## src/rtl/boot_seq_ctrl.sv

```systemverilog
`default_nettype none
// ============================================================================
//  Module   : boot_seq_ctrl
//  Brief    : Board bring-up sequencer (BIST -> RAM -> CONFIG -> LOAD).
//             Each stage is started with a one-cycle pulse and has a timeout.
//             A timed-out stage is retried a bounded number of times.
//  Revision : 1.0 - initial release
// ============================================================================
module boot_seq_ctrl #(
    parameter int TIMEOUT   = 1024,
    parameter int MAX_RETRY = 2
) (
    input  logic        clk,
    input  logic        rst,
    input  logic        start,
    input  logic        abort,
    input  logic        bist_done,
    input  logic        ram_done,
    input  logic        config_done,
    input  logic        load_done,
    output logic        bist_start,
    output logic        ram_start,
    output logic        config_start,
    output logic        load_start,
    output logic        busy,
    output logic        seq_done,
    output logic        error,
    output logic [1:0]  fail_stage,
    output logic [3:0]  retry_cnt,
    output logic [15:0] status_code,
    output logic        status_valid
);

    localparam int                 c_TMR_W     = (TIMEOUT > 2) ? $clog2(TIMEOUT) : 1;
    localparam logic [c_TMR_W-1:0] c_TMR_LAST  = c_TMR_W'(TIMEOUT - 1);
    localparam logic [3:0]         c_MAX_RETRY = 4'(MAX_RETRY);
    localparam logic [15:0]        c_ST_IDLE   = 16'h0105;

    typedef enum logic [2:0] {
        S_IDLE = 3'd0,
        S_BIST = 3'd1,
        S_RAM  = 3'd2,
        S_CFG  = 3'd3,
        S_LOAD = 3'd4,
        S_DONE = 3'd5,
        S_FAIL = 3'd6
    } state_t;

    state_t              r_state,        w_state;
    logic [c_TMR_W-1:0]  r_timer,        w_timer;
    logic [3:0]          r_retry,        w_retry;
    logic [3:0]          r_start,        w_start;
    logic                r_busy,         w_busy;
    logic                r_seq_done,     w_seq_done;
    logic                r_error,        w_error;
    logic [1:0]          r_fail_stage,   w_fail_stage;
    logic [15:0]         r_status_code,  w_status_code;
    logic                r_status_valid, w_status_valid;

    logic [3:0]          w_done_vec;
    logic [1:0]          w_stg;
    logic                w_in_stage;
    logic                w_match;
    logic                w_expired;

    assign w_done_vec = {load_done, config_done, ram_done, bist_done};

    always_comb begin
        w_stg      = 2'd0;
        w_in_stage = 1'b1;
        case (r_state)
            S_BIST:  w_stg = 2'd0;
            S_RAM:   w_stg = 2'd1;
            S_CFG:   w_stg = 2'd2;
            S_LOAD:  w_stg = 2'd3;
            default: w_in_stage = 1'b0;
        endcase
    end

    assign w_match   = w_in_stage && w_done_vec[w_stg];
    assign w_expired = (r_timer == c_TMR_LAST);

    always_comb begin
        w_state        = r_state;
        w_timer        = r_timer;
        w_retry        = r_retry;
        w_start        = 4'b0000;
        w_busy         = r_busy;
        w_seq_done     = r_seq_done;
        w_error        = r_error;
        w_fail_stage   = r_fail_stage;
        w_status_code  = r_status_code;
        w_status_valid = 1'b0;

        if (abort) begin
            w_state        = S_IDLE;
            w_timer        = '0;
            w_retry        = 4'd0;
            w_busy         = 1'b0;
            w_seq_done     = 1'b0;
            w_error        = 1'b0;
            w_fail_stage   = 2'd0;
            w_status_code  = c_ST_IDLE;
            w_status_valid = (r_state != S_IDLE);
        end else if (!w_in_stage) begin
            if (start) begin
                w_state      = S_BIST;
                w_timer      = '0;
                w_retry      = 4'd0;
                w_start      = 4'b0001;
                w_busy       = 1'b1;
                w_seq_done   = 1'b0;
                w_error      = 1'b0;
                w_fail_stage = 2'd0;
            end
        end else if (w_match) begin
            // Done beats a coincident timeout.
            w_retry        = 4'd0;
            w_timer        = '0;
            w_status_valid = 1'b1;
            w_status_code  = 16'h010A | (16'h0010 << w_stg);
            if (r_state == S_LOAD) begin
                w_state    = S_DONE;
                w_busy     = 1'b0;
                w_seq_done = 1'b1;
            end else begin
                w_state = state_t'(r_state + 3'd1);
                w_start = 4'b0010 << w_stg;
            end
        end else if (w_expired) begin
            if (r_retry < c_MAX_RETRY) begin
                w_retry = r_retry + 4'd1;
                w_timer = '0;
                w_start = 4'b0001 << w_stg;
            end else begin
                w_state        = S_FAIL;
                w_timer        = '0;
                w_busy         = 1'b0;
                w_error        = 1'b1;
                w_fail_stage   = w_stg;
                w_status_valid = 1'b1;
                w_status_code  = 16'h0105 | (16'h0010 << w_stg);
            end
        end else begin
            w_timer = r_timer + 1'b1;
        end
    end

    always_ff @(posedge clk or posedge rst) begin
        if (rst) begin
            r_state        <= S_IDLE;
            r_timer        <= '0;
            r_retry        <= 4'd0;
            r_start        <= 4'b0000;
            r_busy         <= 1'b0;
            r_seq_done     <= 1'b0;
            r_error        <= 1'b0;
            r_fail_stage   <= 2'd0;
            r_status_code  <= c_ST_IDLE;
            r_status_valid <= 1'b0;
        end else begin
            r_state        <= w_state;
            r_timer        <= w_timer;
            r_retry        <= w_retry;
            r_start        <= w_start;
            r_busy         <= w_busy;
            r_seq_done     <= w_seq_done;
            r_error        <= w_error;
            r_fail_stage   <= w_fail_stage;
            r_status_code  <= w_status_code;
            r_status_valid <= w_status_valid;
        end
    end

    assign bist_start   = r_start[0];
    assign ram_start    = r_start[1];
    assign config_start = r_start[2];
    assign load_start   = r_start[3];
    assign busy         = r_busy;
    assign seq_done     = r_seq_done;
    assign error        = r_error;
    assign fail_stage   = r_fail_stage;
    assign retry_cnt    = r_retry;
    assign status_code  = r_status_code;
    assign status_valid = r_status_valid;

endmodule
`default_nettype wire

```

## config.mk

```make
export PLATFORM = sky130hd
export DESIGN_NAME = boot_seq_ctrl
export DESIGN_NICKNAME = d
export VERILOG_FILES = /design/src/rtl/boot_seq_ctrl.sv
export SDC_FILE = /design/constraint.sdc
export NUM_CORES = 1
export LEC_CHECK = 0
export ABC_AREA = 1
export ABC_CLOCK_PERIOD_IN_PS = 5000
export BUFFER_PORTS_ARGS = -buffer_cell sky130_fd_sc_hd__buf_2
export CORE_UTILIZATION = 50
export CTS_BUF_LIST = sky130_fd_sc_hd__clkbuf_4 sky130_fd_sc_hd__clkbuf_8 sky130_fd_sc_hd__clkbuf_16
export DETAILED_ROUTE_END_ITERATION = 12
export PLACE_DENSITY = 0.73
export SETUP_SLACK_MARGIN = 0.3
export SLEW_MARGIN = 20
export SYNTH_ARGS = -nofsm -noshare
export SYNTH_HDL_FRONTEND = slang
export SYNTH_SLANG_ARGS = --single-unit
```

## constraint.sdc

```tcl
create_clock -name clk -period 5 [get_ports clk]
set_input_delay 0.25 -clock clk [delete_from_list [all_inputs] [get_ports clk]]
set_output_delay 0.25 -clock clk [all_outputs]
set_load 0.02 [all_outputs]
```

Word-level counts from Yosys, hierarchy flattened --
Index checks and enable logic that the tools add are counted.
Storage, ports and cells: bits in latches 0, output and inout bits 30, memories kept 0, input port bits 8, memory bits (writable) 0, memory bits (read-only) 0, flip-flop bits (word level) 43
Cells by class: muxes and demuxes 62, magnitude comparators 2, $mul 0, bitwise gates (word level) 0, add/subtract/negate cells 3, reduce and logical (&&, ||, !) cells 12, shift-type cells 3, equality and inequality tests 15, divide/modulo/power cells 0
Operators by type and width (number):
- $mux 16 | 5
- $mux 10 | 5
- $mux 4 | 12
- $mux 1 | 25
- $mux 3 | 7
- $shl 5x2->16 const A | 1
- $mux 2 | 6
- $reduce_and 3->1 | 4
- $add 10x1->10 const B | 1
- $eq 10x10->1 const B | 1
- $ne 3x2->1 const B | 3
- $ne 3x3->1 const B | 3
- $reduce_bool 3->1 | 3
- $ne 4x2->1 const B | 2
- $reduce_and 4->1 | 2
- $eq 3x2->1 const B | 2
- $pmux 2 s3 | 1
- $add 4x1->4 const B | 1
- $lt 4x2->1 const B | 1
- $ne 4x3->1 const B | 1
- $ne 4x4->1 const B | 1
- $reduce_or 4->1 | 1
- $shl 1x2->4 const A | 1
- $shl 2x2->4 const A | 1
- 7 further kinds | 7

Logic depth before layout (Yosys ltp) --
word-level depth 8, gate-level depth with buffers 14, depth with buffers taken out 14

Worst setup path before layout --
Ideal clock, no wire load.
path kind register to register, from register r_state[0], to register r_timer[7], library setup time 0.120 ns, arrival time 1.534 ns, stages on the path, launching flop included 11, period minus slack after synthesis 1.654 ns, setup slack 3.346 ns, required time 4.880 ns, path through dfrtp_1 -> inv_1 -> ha_1 -> o21ai_2 -> nand2_8 -> inv_2 -> nand2_4 -> buf_8 -> nand2_2 -> xor2_1 -> nor2_1
On the way: longest elaborated chain between the ends 8
RTL lines:
- start: declaration | line 49 | state_t r_state, w_state;
- start signal: assignment | line 162 | r_state <= w_state;
- $eq 3x3->1 / $eq 3x2->1 (equally long branches) | line 71 | case (r_state)
- $pmux 2 s3 | line 71
- $bmux 1 s2 | line 80 | assign w_match = w_in_stage && w_done_vec[w_stg];
- $mux 1 (not written as such) | line 80
- $logic_and 1x1->1 | line 80
- $mux 10 | line 116 | end else if (w_match) begin
- $mux 10 | line 105 | end else if (!w_in_stage) begin
- $mux 10 | line 95 | if (abort) begin
- end signal: assignment | line 163 | r_timer <= w_timer;
- end: declaration | line 50 | logic [c_TMR_W-1:0] r_timer, w_timer;
Parallel ways exist; a longest one is shown, timed or not. The select of a mux whose other input is x is not followed. A chain may end at the register's enable or synchronous reset.

Worst setup path after layout --
from register r_state[0], to register r_timer[4]
The elaborated chain is that of the path after synthesis.

==> flow_summary.ini <==
[die]
start_util = 0.5348
num_rows = 22
dieArea_um2 = 4261
pin_count = 38
core_um2 = 3744
die_height_um = 65.28
die_x_um = 65.28

[synthesis]
synth_seq_cells = 33
netlist_instances = 241
synthDistinctLibCells = 37
yosys_warnings = 0
syn_avg_cell_area_um2 = 8.307
seq_area_frac_synth = 0.4131
synth_area_um2 = 2002

[placed_design]
post_dp_cell_area_um2 = 2127
io_buffers = 29
place_congestion = 0.8141
dpl_worst_slack_ns = 3.092
dp_hpwl_mm = 2.798

[sta]
hold_viol_final = 0
drv_slew = 0
holdWs_ns = 0.04162
fin_ws_ns = 3.071
finalSetupTns_ns = 0
min_period_over_period = 0.3858
rsz0062_at_grt = false
setup-violations-final = 0
period_minus_slack_ns = 1.929
fmax_mhz = 518.4
skew_ns = 0.007637

[clock_network]
cts_hold_buf = 0
clock_latency_ns = 0.29
root_buffer = clkbuf_8
clock_path_buffers = 2
cts_setup_buffers = 0
numClockSinks = 33
numCtsBuffers = 5
path_clk_slew_ns = 0.07
cts_tree = yes
ctsResizeCount = 0
htreeDepth = 2

[worst_setup_path]
rr_startpoint = r_state[0]
endpoint_kind = register
reg2reg_slack_ns = 3.07
r2r-end = r_timer[4]
slowest_stage = dfrtp_1
path_delay_family = simple AND/OR/NAND/NOR gates
path_max_fanout = 23
crit_type = reg2reg
worstPathArrival_ns = 2.15
cp-start-kind = register
critPathRequiredTime_ns = 5.22
crit_start = r_state[0]
crit_path_end = r_timer[4]
cp_num_cells = 12
path_buf_inv = 4
slowest_delay_ns = 0.41
worstPathCellList = inv_1 > ha_1 > nand2_1 > o21ai_4 > inv_4 > nand2_8 > inv_2 > nand2_4 > inv_1 > o21ai_0 > nand2_1 > nor2_1
rr_worst_depth = 12

[route]
dr.pass1.iters = 6
avgViaCountPerCell = 4.994
drtIter0Drc = 75
wl_mm = 3.660
wl_per_cell_um = 11.47
drcViolationCount = 0
vias = 1593
antenna_left = 0

[grt]
grt_max_degree = 34
grt_pass1_vias = 1474
antenna_found_initial = 0
grt-ovfl-total = 0
grtUsageTotal = 0.1997
grt_pass1_wl_mm = 6.417

[final_layout]
area_growth_syn_to_layout_pct = 10.56
diodes = 0
final_nets = 285
mostFrequentLayoutCell = nand2_1
drive_gt1_frac = 0.2546
multi_input_area_um2 = 968.4
design_area_um2 = 2213
layout_common_cells = 52 x nand2_1, 32 x dfrtp_1, 29 x buf_2
fillers = 347
ff_latch_area_um2 = 827.0

[power_and_ir_drop]
ir_drop_uv = 212.3
total_power_mw = 1.061
p_leak_nw = 1.168
power_density_nw_per_um2 = 479.3

[status]
status = completed

[hold_path]
hold_path.class = in2async

[run]
drv_cap = 0
## cell type report
class / count / area share
Clock buffer: 6 / 0.03448
Clock inverter: 2 / 0.004522
Inverter: 31 / 0.05370
Multi-Input combinational cell: 169 / 0.4375
Sequential cell: 33 / 0.3737
Tap cell: 48 / 0.02713
Timing Repair Buffer: 30 / 0.06897
## worst min path at each step
stage | startpoint | to | slack (ns)
2_1_floorplan | rst | busy | 0.38
3_3_place_gp | rst | r_timer[8] | 0.36
3_5_place_dp | rst | retry_cnt[1] | 0.36
4_1_cts | rst | status_code[7] | 0.05
5_1_grt | rst | r_timer[3] | 0.08
6_report | rst | r_state[1] | 0.04
## per-stage QoR
stage | cells | util
after floorplan | 247 | -
after global placement | 311 | 0.5682
after detailed placement | 311 | 0.5682
after CTS | 319 | 0.5912
after global routing | 319 | 0.5912
final | 319 | 0.5912
## layer usage
metal | up-vias | share of wire | global-route usage
met1 | 728 | 0.50 | 0.2738
met2 | 38 | 0.45 | 0.3054
met4 | 0 | 0.012 | 0.07337
li1 | 822 | - | -
met5 | - | 0 | 0
met3 | 5 | 0.042 | 0.04688
## cells in the mapped netlist
cell / instances / share of area
nor3b_1: 1 / 0.0038
o21ai_4: 2 / 0.016
inv_1: 25 / 0.047
ha_1: 7 / 0.044
buf_4: 10 / 0.037
inv_2: 5 / 0.0094
nand2_2: 5 / 0.016
conb_1: 2 / 0.0038
clkbuf_1: 1 / 0.0019
buf_8: 1 / 0.0075
nor3_2: 3 / 0.015
dfrtp_1: 32 / 0.40
a21boi_0: 1 / 0.0038
o21ai_2: 2 / 0.0088
o31ai_2: 1 / 0.0062
o22ai_1: 1 / 0.0031
nand2_1: 52 / 0.098
nand2_8: 1 / 0.010
inv_4: 1 / 0.0031
nand3_4: 1 / 0.0088
nand4_1: 3 / 0.0094
a21oi_2: 1 / 0.0044
or2_1: 1 / 0.0031
a31oi_1: 3 / 0.0094
o211ai_1: 1 / 0.0038
xor2_1: 2 / 0.0088
a21oi_1: 3 / 0.0075
o21ai_1: 4 / 0.010
nor2_8: 1 / 0.010
o21ai_0: 20 / 0.050
nor2_1: 15 / 0.028
nand2_4: 5 / 0.028
dfstp_2: 1 / 0.013
nor2_2: 2 / 0.0062
nand3_1: 23 / 0.057
buf_2: 1 / 0.0025
buf_6: 1 / 0.0056
## flip-flops by register name (all words and copies together) (netlist names), 2 cells and up
register     cells
r_timer         10
status_code      6
r_start          4
r_state          3
retry_cnt        4
fail_stage       2
## worst register-to-register path: cells and delay by family (launching register included)
family                     cells  cell delay, ns
adders and majority gates      1            0.16
DFF                            1            0.41
and+or+nand+nor                5            0.59
AOI/OAI and AO/OA              2            0.30
buffers and inverters          4            0.41
## report_power, final
part / internal (mW) / total [mW] / switching, mW
Clock: 0.102 / 0.199 / 0.0970
Sequential: 0.319 / 0.353 / 0.0339
Combinational: 0.156 / 0.509 / 0.353
## kinds of logic (layout without fill, tap and decap cells)
kind of cell,after synthesis,in the layout,share of synthesized area
AO/OA/AOI/OAI,39,39,0.1231
XOR/XNOR,2,2,0.008752
adder cells (fa/ha/maj),7,7,0.04375
buffers and inverters,45,69,0.1144
flip-flops,33,33,0.4131
other,2,8,0.003751
AND/OR/NAND/NOR,113,113,0.2931
Power figures use the tool's default switching activity.
